[src/rtl/exp_pkg.sv]
// Shared widths and FSM encoding for the exponent unit and the softmax normalizer.
// Latency: n/a (declarations only).
// Backpressure: n/a.
package exp_pkg;

    // Exponent result format: unsigned Q17.28
    localparam int EXP_INT_WIDTH   = 17;
    localparam int EXP_FRAC_WIDTH  = 28;
    // Probability format: unsigned Q1.16
    localparam int PROB_FRAC_WIDTH = 16;

    localparam int EXP_W       = EXP_INT_WIDTH + EXP_FRAC_WIDTH;
    localparam int DEF_VEC_LEN = 8;
    // Accumulator grows by log2(VEC_LEN) bits so the vector sum can never wrap
    localparam int SUM_W       = EXP_W + $clog2(DEF_VEC_LEN);
    localparam int PROB_W      = PROB_FRAC_WIDTH + 1;

    typedef enum logic [1:0] {
        COLLECT = 2'd0,
        DIV     = 2'd1,
        RESULT  = 2'd2
    } state_t;

    // Index counters need at least one bit even for single-element vectors
    function automatic int idx_width(input int n);
        return (n > 1) ? $clog2(n) : 1;
    endfunction

endpackage

[src/rtl/seq_divider.sv]
// Restoring divider producing a Q_W-bit quotient of dividend/divisor (dividend <= divisor), one bit per cycle.
// Latency: one load cycle (start) then Q_W iteration cycles; done rises after the last iteration and holds until next start.
// Backpressure: none; the caller keeps dividend/divisor stable and reads quotient while done is high.
module seq_divider #(
    parameter int DVD_W = 45,
    parameter int DVS_W = 48,
    parameter int Q_W   = 17
) (
    input  logic             clk,
    input  logic             rst,
    input  logic             start,
    input  logic [DVD_W-1:0] dividend,
    input  logic [DVS_W-1:0] divisor,
    output logic             done,
    output logic [Q_W-1:0]   quotient
);

    // One extra remainder bit absorbs the left shift before the compare
    localparam int R_W   = DVS_W + 1;
    localparam int CNT_W = $clog2(Q_W);

    logic [R_W-1:0]   rem;
    logic [R_W-1:0]   trial;
    logic [R_W-1:0]   divisor_ext;
    logic [CNT_W-1:0] cnt;
    logic             running;
    logic             ge;

    // Trial remainder: the integer bit uses the dividend as-is, every fraction bit shifts first
    always_comb begin
        divisor_ext = R_W'(divisor);
        trial       = (cnt == '0) ? rem : {rem[R_W-2:0], 1'b0};
        ge          = (trial >= divisor_ext);
    end

    // Load on start, then retire one quotient bit per cycle (truncating)
    always_ff @(posedge clk or posedge rst) begin
        if (rst) begin
            rem      <= '0;
            quotient <= '0;
            cnt      <= '0;
            running  <= 1'b0;
            done     <= 1'b0;
        end else if (start) begin
            rem      <= R_W'(dividend);
            quotient <= '0;
            cnt      <= '0;
            running  <= 1'b1;
            done     <= 1'b0;
        end else if (running) begin
            rem      <= ge ? (trial - divisor_ext) : trial;
            quotient <= {quotient[Q_W-2:0], ge};
            if (cnt == CNT_W'(Q_W - 1)) begin
                running <= 1'b0;
                done    <= 1'b1;
            end else begin
                cnt <= cnt + CNT_W'(1);
            end
        end
    end

endmodule

[src/rtl/exp_softmax_normalizer.sv]
// Buffers VEC_LEN exponent results, sums them, then streams each element / sum as unsigned Q1.16.
// Latency: out_valid rises 19 edges after the last input accept (1 edge for an all-zero vector), 19 edges between elements.
// Backpressure: in_ready only in COLLECT; each result is held stable until out_ready, input and output phases never overlap.
module exp_softmax_normalizer
    import exp_pkg::*;
#(
    parameter int VEC_LEN = 8
) (
    input  logic              clk,
    input  logic              rst,
    input  logic              in_valid,
    output logic              in_ready,
    input  logic [EXP_W-1:0]  in_data,
    output logic              out_valid,
    input  logic              out_ready,
    output logic [PROB_W-1:0] out_data,
    output logic              out_last,
    output logic              sum_zero,
    output logic              busy
);

    localparam int IDX_W = idx_width(VEC_LEN);
    localparam int SUM_L = EXP_W + $clog2(VEC_LEN);
    localparam logic [IDX_W-1:0] LAST_IDX = IDX_W'(VEC_LEN - 1);

    state_t             state;
    state_t             state_nxt;
    logic [IDX_W-1:0]   idx;
    logic [SUM_L-1:0]   sum;
    logic [SUM_L-1:0]   sum_add;
    logic [EXP_W-1:0]   vbuf [VEC_LEN];
    logic               div_launched;
    logic               div_start;
    logic               div_done;
    logic [PROB_W-1:0]  quotient;
    logic               in_xfer;
    logic               out_xfer;
    logic               idx_is_last;

    assign in_ready    = (state == COLLECT);
    assign busy        = !((state == COLLECT) && (idx == '0));
    assign in_xfer     = in_valid && in_ready;
    assign out_xfer    = out_valid && out_ready;
    assign idx_is_last = (idx == LAST_IDX);
    // The first element of a vector restarts the sum rather than accumulating
    assign sum_add     = (idx == '0) ? SUM_L'(in_data) : (sum + SUM_L'(in_data));
    // A zero sum skips the divider entirely
    assign div_start   = (state == DIV) && !div_launched && !sum_zero;

    seq_divider #(
        .DVD_W (EXP_W),
        .DVS_W (SUM_L),
        .Q_W   (PROB_W)
    ) u_div (
        .clk      (clk),
        .rst      (rst),
        .start    (div_start),
        .dividend (vbuf[idx]),
        .divisor  (sum),
        .done     (div_done),
        .quotient (quotient)
    );

    // State register
    always_ff @(posedge clk or posedge rst) begin
        if (rst) begin
            state <= COLLECT;
        end else begin
            state <= state_nxt;
        end
    end

    // Next-state: collect a full vector, then alternate divide/present per element
    always_comb begin
        state_nxt = state;
        case (state)
            COLLECT: begin
                if (in_xfer && idx_is_last) begin
                    state_nxt = DIV;
                end
            end
            DIV: begin
                // div_launched masks the stale done left over from the previous element
                if (sum_zero || (div_launched && div_done)) begin
                    state_nxt = RESULT;
                end
            end
            RESULT: begin
                if (out_xfer) begin
                    state_nxt = out_last ? COLLECT : DIV;
                end
            end
            default: state_nxt = COLLECT;
        endcase
    end

    // Vector storage; contents are don't-care until written, so no reset
    always_ff @(posedge clk) begin
        if (in_xfer) begin
            vbuf[idx] <= in_data;
        end
    end

    // Index, accumulator, zero-sum flag and the registered output stage
    always_ff @(posedge clk or posedge rst) begin
        if (rst) begin
            idx          <= '0;
            sum          <= '0;
            sum_zero     <= 1'b0;
            div_launched <= 1'b0;
            out_valid    <= 1'b0;
            out_data     <= '0;
            out_last     <= 1'b0;
        end else begin
            case (state)
                COLLECT: begin
                    if (in_xfer) begin
                        sum <= sum_add;
                        if (idx_is_last) begin
                            idx      <= '0;
                            sum_zero <= (sum_add == '0);
                        end else begin
                            idx <= idx + IDX_W'(1);
                            if (idx == '0) begin
                                sum_zero <= 1'b0;
                            end
                        end
                    end
                end
                DIV: begin
                    if (div_start) begin
                        div_launched <= 1'b1;
                    end
                    if (state_nxt == RESULT) begin
                        div_launched <= 1'b0;
                        out_valid    <= 1'b1;
                        out_data     <= sum_zero ? '0 : quotient;
                        out_last     <= idx_is_last;
                    end
                end
                RESULT: begin
                    if (out_xfer) begin
                        out_valid <= 1'b0;
                        out_last  <= 1'b0;
                        idx       <= out_last ? '0 : (idx + IDX_W'(1));
                    end
                end
                default: begin
                    idx <= '0;
                end
            endcase
        end
    end

endmodule
[config.mk]
export PLATFORM = sky130hd
export DESIGN_NAME = exp_softmax_normalizer
export DESIGN_NICKNAME = d
export VERILOG_FILES = /design/src/rtl/exp_pkg.sv /design/src/rtl/seq_divider.sv /design/src/rtl/exp_softmax_normalizer.sv
export SDC_FILE = /design/constraint.sdc
export NUM_CORES = 1
export LEC_CHECK = 0
export CAP_MARGIN = 40
export CELL_PAD_IN_SITES_DETAIL_PLACEMENT = 1
export CELL_PAD_IN_SITES_GLOBAL_PLACEMENT = 2
export CORE_MARGIN = 4
export CORE_UTILIZATION = 33
export CTS_CLUSTER_SIZE = 24
export DETAILED_ROUTE_END_ITERATION = 8
export DONT_BUFFER_PORTS = 1
export MAX_ROUTING_LAYER = met4
export PLACE_DENSITY_LB_ADDON = 0.3
export SLEW_MARGIN = 20
export SYNTH_ARGS = -nofsm -noshare
export SYNTH_HDL_FRONTEND = slang
export SYNTH_SLANG_ARGS = --single-unit
[constraint.sdc]
create_clock -name clk -period 8.04 [get_ports clk]
set_clock_uncertainty 0.05 [all_clocks]
set_input_delay 0.804 -clock clk [delete_from_list [all_inputs] [get_ports clk]]
set_output_delay 0.804 -clock clk [all_outputs]
set_load 0.02 [all_outputs]
# ---- Word-level counts from Yosys, hierarchy flattened
# Memories as Yosys holds them, arrays and structs flattened.
# Cells that the tools add are included.
dict set report op_classes {
  add_sub_neg 4
  bitwise_logic 1
  n_reduce_logical 28
  eq_ne 9
  muxes 38
  n_lt_le_gt_ge 1
}
# op n
set op_table {}
lappend op_table {{$mux W49} 4}
lappend op_table {{$mux W17} 3}
lappend op_table {{$ge A49 B48 Y1} 1}
lappend op_table {{$sub A49 B48 Y49} 1}
lappend op_table {{$add A48 B45 Y48} 1}
lappend op_table {{$logic_not A48 Y1} 1}
lappend op_table {{$mux W48} 1}
lappend op_table {{$mux W1} 16}
lappend op_table {{$mux W5} 3}
lappend op_table {{$mux W3} 4}
lappend op_table {{$reduce_and A2 Y1} 5}
lappend op_table {{$reduce_bool A2 Y1} 5}
lappend op_table {{$pmux W3 S3} 1}
lappend op_table {{$reduce_and A3 Y1} 3}
lappend op_table {{$logic_and A1 B1 Y1} 7}
lappend op_table {{$mux W2} 3}
lappend op_table {{$pmux W2 S3} 1}
lappend op_table {{$add A5 B1 Y5 const B} 1}
lappend op_table {{$eq A5 B5 Y1 const B} 1}
lappend op_table {{$logic_not A5 Y1} 1}
lappend op_table {{$eq A2 B2 Y1 const B} 2}
lappend op_table {{$ne A2 B1 Y1 const B} 2}
lappend op_table {{$ne A2 B2 Y1 const B} 2}
lappend op_table {{$pmux W1 S2} 2}
lappend op_table {{other kinds (8)} 10}
dict set report totals {
  output_inout_bits 22
  ff_bits 147
  ramBits 360
  word_cells 95
  input_bits 49
  mem_count 1
}
# memory words width rd rd_ports_with_merged_regs write_ports line_no
set memory_table {}
lappend memory_table {vbuf 8 45 1 0 1 exp_softmax_normalizer.sv:31} ;# logic [EXP_W-1:0] vbuf [VEC_LEN];

# ---- Depth between registers and ports, before layout
# Gate-level depths: netlist of run 1.
dict set report logic_depth {
  depth_word 8
  mapped_depth 23
  mapped_depth_nobuf 19
}

# ---- Hierarchy
# Synthesis of run 1 repeated with hierarchy kept, for this count alone.
dict set report hier_totals {
  hier_cells 2406
  area_unflattened_um2 26526.7
}
# module instances seq_area_each_um2 cells_each area_per_inst_um2
set modules_own_cells {}
lappend modules_own_cells {exp_softmax_normalizer 1 12662.1 1498 19268.5}
lappend modules_own_cells {seq_divider 1 1826.8 908 7258.2}

# ---- Worst setup path before layout of run 1
# No wires, ideal clock.
dict set report synth_timing {
  kind {register to register}
  startpoint {reg state[0]}
  endpoint {mem vbuf[4][0] (netlist name), enable pin}
  t_arrival_ns 4.571
  path_slack_ns 2.916
  setup_time_ns 0.503
  period_less_slack_ns 5.124
  stages_incl_launch_ff 7
  cell_sequence {dfrtp_1 -> clkbuf_1 -> nor2_1 -> nand2_1 -> clkbuf_1 -> buf_1 -> nor3_1}
}
dict set report synth_via {
  elab_chain_cells 4
}
# element line_no
set synth_rtl {}
lappend synth_rtl {{from (decl)} exp_softmax_normalizer.sv:26} ;# state_t state;
lappend synth_rtl {{from (signal assigned)} exp_softmax_normalizer.sv:69} ;# state <= state_nxt;
lappend synth_rtl {{$logic_not A2 Y1} exp_softmax_normalizer.sv:40} ;# assign in_ready = (state == COLLECT);
lappend synth_rtl {{named net in_ready} exp_softmax_normalizer.sv:12} ;# output logic in_ready,
lappend synth_rtl {{$logic_and A1 B1 Y1} exp_softmax_normalizer.sv:42} ;# assign in_xfer = in_valid && in_ready;
lappend synth_rtl {{$mux W1} exp_softmax_normalizer.sv:99} ;# if (in_xfer) begin
lappend synth_rtl {{$mux W1 (implied by the code)} exp_softmax_normalizer.sv:100} ;# vbuf[idx] <= in_data;
lappend synth_rtl {{to (decl)} exp_softmax_normalizer.sv:31}
# The timed path passes the listed nets, and every way through them passes these cells.

# ---- Worst setup path after layout of run 1
dict set report layout_timing {
  startpoint {reg u_div.cnt[0]}
  endpoint {reg u_div.rem[7]}
}
dict set report layout_via {
  elab_chain_cells 6
}
# element line_no
set layout_rtl {}
lappend layout_rtl {{from (decl)} seq_divider.sv:25} ;# logic [CNT_W-1:0] cnt;
lappend layout_rtl {{from (signal assigned)} seq_divider.sv:57} ;# cnt <= cnt + CNT_W'(1);
lappend layout_rtl {{$logic_not A5 Y1 (*)} seq_divider.sv:32} ;# trial = (cnt == '0) ? rem : {rem[R_W-2:0], 1'b0};
lappend layout_rtl {{$mux W49 (*)} seq_divider.sv:32}
lappend layout_rtl {{$sub A49 B48 Y49 or $ge A49 B48 Y1 (tied branches)} {seq_divider.sv:51, seq_divider.sv:33}}
lappend layout_rtl {{$mux W49 (*)} seq_divider.sv:51} ;# rem <= ge ? (trial - divisor_ext) : trial;
lappend layout_rtl {{$mux W49 (*)} seq_divider.sv:50} ;# end else if (running) begin
lappend layout_rtl {{$mux W49 (*)} seq_divider.sv:44} ;# end else if (start) begin
lappend layout_rtl {{to (signal assigned)} seq_divider.sv:45} ;# rem <= R_W'(dividend);
lappend layout_rtl {{to (signal assigned)} seq_divider.sv:51}
lappend layout_rtl {{to (decl)} seq_divider.sv:22} ;# logic [R_W-1:0] rem;
# Mark *: on every way between the ends. The rest lies on a longest branch, timed or not. The select of a mux whose other input is x is not followed.
# A chain may end at the register's enable or synchronous reset.

==> summary.md, run 1 <==
| Metric | Value |
|---|---|
| Leak | `between 10 and 15 nW` |
| Final TNS setup | `0 ns` |
| Cell Area, Synth | `about 0.026 mm2` |
| Max_slew headroom | `about two fifths` |
| VDD IR max | `~0.00021 V` |
| Via/cell ratio | `approximately 5.6` |
| WL per Instance | `around 26 um` |
| GRT overflow | `0` |
| CTS root buf | `clkbuf_16` |
| CTS tree | `built` |
| Num CTS Buffers | `57` |
| Clk_lat worst skew | `0.62 ns` |
| Worst hold path type | `in2reg` |
| CP max stage delay | `roughly 0.73 ns` |
| Slew @ Worst Pin | `0.885 ns` |
| Detailed Route WL | `approximately 90000 um` |
| EDFF count, synth | `between 300 and 400` |
| Worst Hold Slack | `about 0.23 ns` |
| Req. time, crit path | `around 8.5 ns` |
| Post-CTS setup buffer count | `0` |
| Peak Freq | `roughly 170 MHz` |
| Violation count after the first detailed-route iteration | `1512` |
| Global-route usage over all layers | `between 20% and 30%` |
| Maximum Capacitance Violations | `0` |
| First-pass detailed-route iteration total | `5` |
| Worst-path cell chain | `inv_1 > ha_1 > nand2_1 > nor2_4 > buf_4 > o21ai_0 > ha_1 > nor2b_1 > o21bai_1 > a21boi_0 > nor2_1 > a21oi_1 > a21oi_2 > o21ai_1 > a21o_2 > buf_4 > mux2i_1 > a21oi_1 > a21o_1` |
| Arrival time worst endpoint | `~6.4 ns` |
| Cells after synthesis | `2310` |
| Most area-hungry cell type in the Yosys netlist | `edfxtp_1` |
| Gpl congestion | `~0.87` |
| DIE HEIGHT | `roughly 290 um` |
| Pwr/cell area | `around 500 mW/mm2` |
| Final setup fails | `0` |
| Core ar. | `approximately 0.08 mm2` |
| Ranking of synthesized cells by area | `edfxtp_1 (41%), dfrtp_1 (14%), ha_1 (4.7%)` |
| RSZ-0062 raised after global routing | `no` |
| Layout cells sized above 1 | `11.3%` |
| Post-synth top area share | `41.2%` |
| Crit path kind | `reg2reg` |
| Row count | `~100` |
| Top-count cell post-synth | `edfxtp_1` |
| Clock sink total | `around 500` |
| IO Pins | `~70` |
| Synth warn | `0` |
| ANT cells | `0` |
| First-pass GRT wire length | `132000 um` |
| Syn_area_per_cell | `~11 um2` |
| Status | `complete, no violations` |
| Synth Register Bits | `a little over 500` |
| CP max FO | `31` |
| Post-DP HPWL | `62200 um` |
| Die X | `290 um` |
| Post-route ant nets | `0` |
| Die Area | `0.0841 mm2` |
| Max-slew violations | `0` |
| DRC | `0` |
| Post-synthesis sequential area ratio | `a little under three fifths` |
| CTS H-tree depth | `2` |
| Top FF cell, synth | `edfxtp_1` |
| Post-synth ARST share | `between 20 and 30%` |
| Area Growth Syn to Fin | `13.3%` |
| Largest net degree at the start of global routing | `between 70 and 80` |
| Clock slew at reported path FFs | `approximately 0.07 ns` |
| Reg area | `~0.014 mm2` |
| Vias in the first global route | `slightly above 20k` |
| Final Cycle Share | `approximately three quarters` |
| Via Count | `19.2k` |
| Initial Utilization | `33.3%` |
| Critical Path Slowest Stage Cell | `a21o_2` |
| Netlist cell types | `just under 90` |
| Initial antenna violation count | `1` |
| CP Launch Type | `register` |
| Mapped Nets | `around 2.5k` |
| Area of the multi-input gates | `approximately 0.011 mm2` |
| Final hold viol count | `0` |
| CP Capture Type | `register` |
| Layout Utilization | `a little under two fifths` |
| Final min period | `between 5 and 6 ns` |
| Clock buffer depth | `3` |
| Fillers | `8523` |
| # port buffers | `0` |
| Layout Nets | `2456` |
| Commonest cells in the synthesized netlist | `edfxtp_1 (360), nand2_1 (175), a21oi_1 (167)` |
repair_timing:
| item | 4_1_cts | 5_1_grt |
|---|---|---|
| resized for setup | 0 | 0 |
| hold buffers | 1 | 0 |
| hold endpoints to repair | 27 | 0 |
placed cells by master (no fill, tap or decap), drive strengths merged, types with 25 or more instances in the layout:
cell type,instances
xnor2,49
nand4,42
nor3,28
mux2,53
a21oi,170
inv,79
xor2,30
buf,59
nand2b,25
nor2,131
dfrtp,147
mux2i,61
clkbuf,70
o21ai,161
nand3,46
ha,98
a21o,76
nand2,175
a22oi,124
edfxtp,360
a31oi,35
power by group:
group	internal [mW]	switching [mW]
registers	3.46	0.423
logic	3.18	5.03
clock network	1.61	1.09
total	8.25	6.55
state kept, by name (all words and copies together) (netlist names):
register	flops
u_div.quotient	17
u_div.running	1
out_data	17
div_launched	1
vbuf	360
state	2
sum_zero	1
out_last	1
u_div.rem	49
u_div.cnt	5
sum	48
out_valid	1
u_div.done	1
idx	3
through the flow:
stage	setup WS [ns]	std cells	power, mW	cell area (um2)
final	2.13	3403	14.8	29700
after global routing	1.68	3403	15.9	29700
after floorplan	2.92	2310	9.68	26200
after global placement	2.24	3280	11.9	27500
after CTS	2.02	3399	14.9	29700
after detailed placement	2.08	3293	12.1	27700
final timing paths:
| check | from | endpoint | slack, ns | depth (start not counted) |
|---|---|---|---|---|
| worst max-delay path | u_div.cnt[0] | u_div.rem[7] | 2.13 | 19 |
| worst min-delay path | in_data[41] | vbuf[5][41] | 0.23 | 0 |
| worst max register to register | u_div.cnt[0] | u_div.rem[7] | 2.13 | 19 |
| worst min register to register | u_div.done | u_div.done | 0.46 | 2 |
| max in group asynchronous | rst | sum[12] | 6.07 | 5 |
| min in group asynchronous | rst | out_data[3] | 0.60 | 2 |
area by class of cell:
cell class              count  area share [%]
well taps                1050            4.42
clock inverters            35            1.37
inverters                  79            1.01
clock buffers              70            5.14
multi-input cells        1601            37.2
flip-flops and latches    507            48.8
repair buffers             61            2.06
worst max-delay path: cells and delay by family (launching register included):
family / cells / cell delay (ns)
compound gates: 9 / 2.39
fa+ha+maj: 2 / 0.53
buf+inv: 3 / 1.05
flops: 1 / 0.43
mux: 1 / 0.26
simple gates: 4 / 1.05
cell families after synthesis:
kind of cell | count (synthesis) | synth area share, %
buf+inv | 202 | 2.98
mux | 118 | 4.96
xor+xnor | 79 | 2.64
compound gates | 770 | 19.7
flops | 507 | 55.2
simple gates | 534 | 9.67
fa+ha+maj | 100 | 4.83
metal layers:
metal | global-route usage (%) | vias up | part of all wire [%]
li1 | - | 8838 | -
met1 | 28.8 | 9844 | 46
met2 | 33.4 | 431 | 46
met3 | 2.99 | 104 | 5.3
met4 | 5.04 | 0 | 2.3
met5 | - | - | 0
No activity file was read; power rests on OpenSTA's default activity.
==> run 2, diff against run 1 <==
==> constraint.sdc (replaced) <==
create_clock -name clk -period 5.4 [get_ports clk]
set_clock_uncertainty 0.05 [all_clocks]
set_input_delay 0.54 -clock clk [delete_from_list [all_inputs] [get_ports clk]]
set_output_delay 0.54 -clock clk [all_outputs]
set_load 0.02 [all_outputs]
==> run 2 against run 1 <==
Effect of this change: flip-flop and latch count unchanged; clock-buffer cell count grew 9; die area did not move; sequential share of layout area is 0.73 points lower; combinational power up 51%; critical path type unchanged; largest power group unchanged.
==> summary.md, run 2 (synthesized netlist as in run 1, its figures left out) <==
| Metric | Value |
|---|---|
| Status | `complete, no violations` |
| Worst path bufs/invs | `3 (unchanged)` |
| GRT overflow | `0 (unchanged)` |
| Clk_lat worst skew | `0.61 ns (about the same)` |
| Fillers | `8491 (-0.38%)` |
| Gpl congestion | `0.891 (+2.1%)` |
| Post-route cell area | `0.0302 mm2 (+1.5%)` |
| Initial antenna violation count | `5 (+4)` |
| Num CTS Buffers | `57 (unchanged)` |
| Req. time, crit path | `5.85 ns (-2.63 ns)` |
| Post-DP HPWL | `62200 um (about the same)` |
| CTS tree | `built` |
| CP max stage delay | `0.43 ns (-0.30 ns)` |
| Arrival time worst endpoint | `5.49 ns (-0.86 ns)` |
| Violation count after the first detailed-route iteration | `1385 (-8.4%)` |
| Layout Nets | `2505 (+2.0%)` |
| DIE HEIGHT | `290 um (unchanged)` |
| Post-route ant nets | `0 (unchanged)` |
| VDD IR max | `0.000411 V (+93%)` |
| Final Cycle Share | `93.3% (+20 points)` |
| Area Growth Syn to Fin | `15.0%` |
| Placed Area | `0.0279 mm2 (+0.49%)` |
| Most common cell after layout, fill and taps aside | `edfxtp_1` |
| Pwr/cell area | `730 mW/mm2 (+47%)` |
| Design Power | `22.0 mW (+49%)` |
| Via/cell ratio | `5.60 (-0.77%)` |
| First-pass detailed-route iteration total | `5 (unchanged)` |
| Vias in the first global route | `20.3k (+0.99%)` |
| # port buffers | `0 (unchanged)` |
| Die Area | `0.0841 mm2 (unchanged)` |
| Layout cells sized above 1 | `10.9% (-0.45 points)` |
| CP Launch Type | `register` |
| Post-CTS setup buffer count | `0 (unchanged)` |
| Final TNS setup | `0 ns (unchanged)` |
| Peak Freq | `198 MHz (+17%)` |
| RSZ-0062 raised after global routing | `no` |
| Max reg flops | `360 (unchanged)` |
| Detailed Route WL | `90000 um (+2.3%)` |
| CP Capture Type | `register` |
| Final min period | `5.04 ns (-0.873 ns)` |
| Maximum Capacitance Violations | `0 (unchanged)` |
| Top cell family by delay on the critical path | `compound AO/OA/AOI/OAI gates` |
| WL per Instance | `26.0 um (+0.70%)` |
| Global-route usage over all layers | `21.5% (+0.42 points)` |
| CTS root buf | `clkbuf_16` |
| Row count | `103 (unchanged)` |
| FF-to-FF Start | `u_div.cnt[0]` |
| Final setup fails | `0 (unchanged)` |
| Initial Utilization | `33.3% (unchanged)` |
| CTS H-tree depth | `2 (unchanged)` |
| Biggest regs | `vbuf: 360 flops, u_div.rem: 49 flops, sum: 48 flops` |
| Max_slew headroom | `43.8% (+3.4 points)` |
| Die X | `290 um (unchanged)` |
| Max-slew violations | `0 (unchanged)` |
| Slew @ Worst Pin | `0.835 ns (-0.0505 ns)` |
| Worst hold path type | `in2reg` |
| DRC | `0 (unchanged)` |
| IO Pins | `71 (unchanged)` |
| Layout Cells excl Fill | `3458 (+1.6%)` |
| Crit path kind | `reg2reg` |
| Commonest cells after routing, fill and taps aside | `edfxtp_1 (360), nand2_1 (174), a21oi_1 (166)` |
| First-pass GRT wire length | `135000 um (+1.7%)` |
| Via Count | `19.4k (+0.84%)` |
| Largest net degree at the start of global routing | `78 (+2.6%)` |
| CP max FO | `20 (-35%)` |
| Final hold viol count | `0 (unchanged)` |
| Core ar. | `0.0789 mm2 (unchanged)` |
| Clock slew at reported path FFs | `0.06 ns (about the same)` |
| Area of the multi-input gates | `0.0111 mm2 (about the same)` |
| Critical Path Slowest Stage Cell | `dfrtp_1` |
| Worst setup startpoint | `u_div.cnt[0]` |
| Top reg by flops | `vbuf` |
| Min-delay src | `in_data[1]` |
| Clock sink total | `507 (unchanged)` |
| Worst-path cell chain | `inv_1 > ha_1 > nand2_1 > nor2_4 > buf_4 > mux2_2 > ha_1 > nand2_1 > o21ai_1 > a211o_1 > o41ai_1 > a21oi_1 > a21oi_2 > o21ai_1 > a21o_2 > buf_4 > mux2i_1 > a21oi_1 > a21o_1` |
| Reg area | `0.0145 mm2 (unchanged)` |
| Leak | `11.3 nW (+1.6%)` |
| Clock buffer depth | `3 (unchanged)` |
| Dpl cells | `3300 (+0.21%)` |
## run 2: what timing repair did
action	4_1_cts	5_1_grt
gates resized for setup	0	1
hold endpoints to repair	433	0
setup endpoints to repair	0	24
hold buffers	46	0
## run 2: worst paths after layout
kind                                  to  slack, ns  cells past startpoint
setup / recovery           u_div.rem[22]       0.36                     19
hold / removal                    sum[1]       0.04                      2
setup reg to reg           u_div.rem[22]       0.36                     19
hold reg to reg                   sum[6]       0.47                      2
max in group asynchronous        sum[12]       3.86                      3
min in group asynchronous    out_data[3]       0.48                      2
## run 2: worst reg2reg max path, stage by stage, from the launching register on
cell	delay [ns]
dfrtp_1	0.43
inv_1	0.08
ha_1	0.16
nand2_1	0.11
nor2_4	0.42
buf_4	0.33
mux2_2	0.38
ha_1	0.41
nand2_1	0.12
o21ai_1	0.34
a211o_1	0.17
o41ai_1	0.08
a21oi_1	0.23
a21oi_2	0.15
o21ai_1	0.37
a21o_2	0.24
buf_4	0.32
mux2i_1	0.27
a21oi_1	0.09
a21o_1	0.19
## run 2: final cells by class
class | instances | area share [%]
sequential | 507 | 48.0
inverter | 79 | 0.999
multi-input combinational | 1601 | 36.7
clock buffer | 79 | 5.21
tap | 1050 | 4.35
timing repair buffer | 110 | 3.82
clock inverter | 28 | 0.858
antenna | 4 | 0.0332
## run 2: through the flow
stage,hold WS (ns),util [%],worst slack [ns]
CTS,0.0147,38.2,0.203
finish,0.0447,38.3,0.362
floorplan,0.413,-,0.276
detailed placement,0.459,35.3,0.242
global placement,0.438,35.1,0.473
global route,0.0167,38.3,0.0284
## run 2: report_power, final
group          leakage (nW)  switching [mW]  total, mW  internal (mW)
logic                  5.41            7.55       12.4           4.88
clock network         0.882            1.60       3.82           2.22
registers              5.00           0.633       5.78           5.15
## run 2: routing by layer
metal	global-route usage, %	wire length (um)	vias to the layer above
met3	3.09	4470	102
li1	-	-	8937
met4	5.66	2090	0
met1	29.1	41200	9916
met2	34.1	42200	423
met5	-	0	-
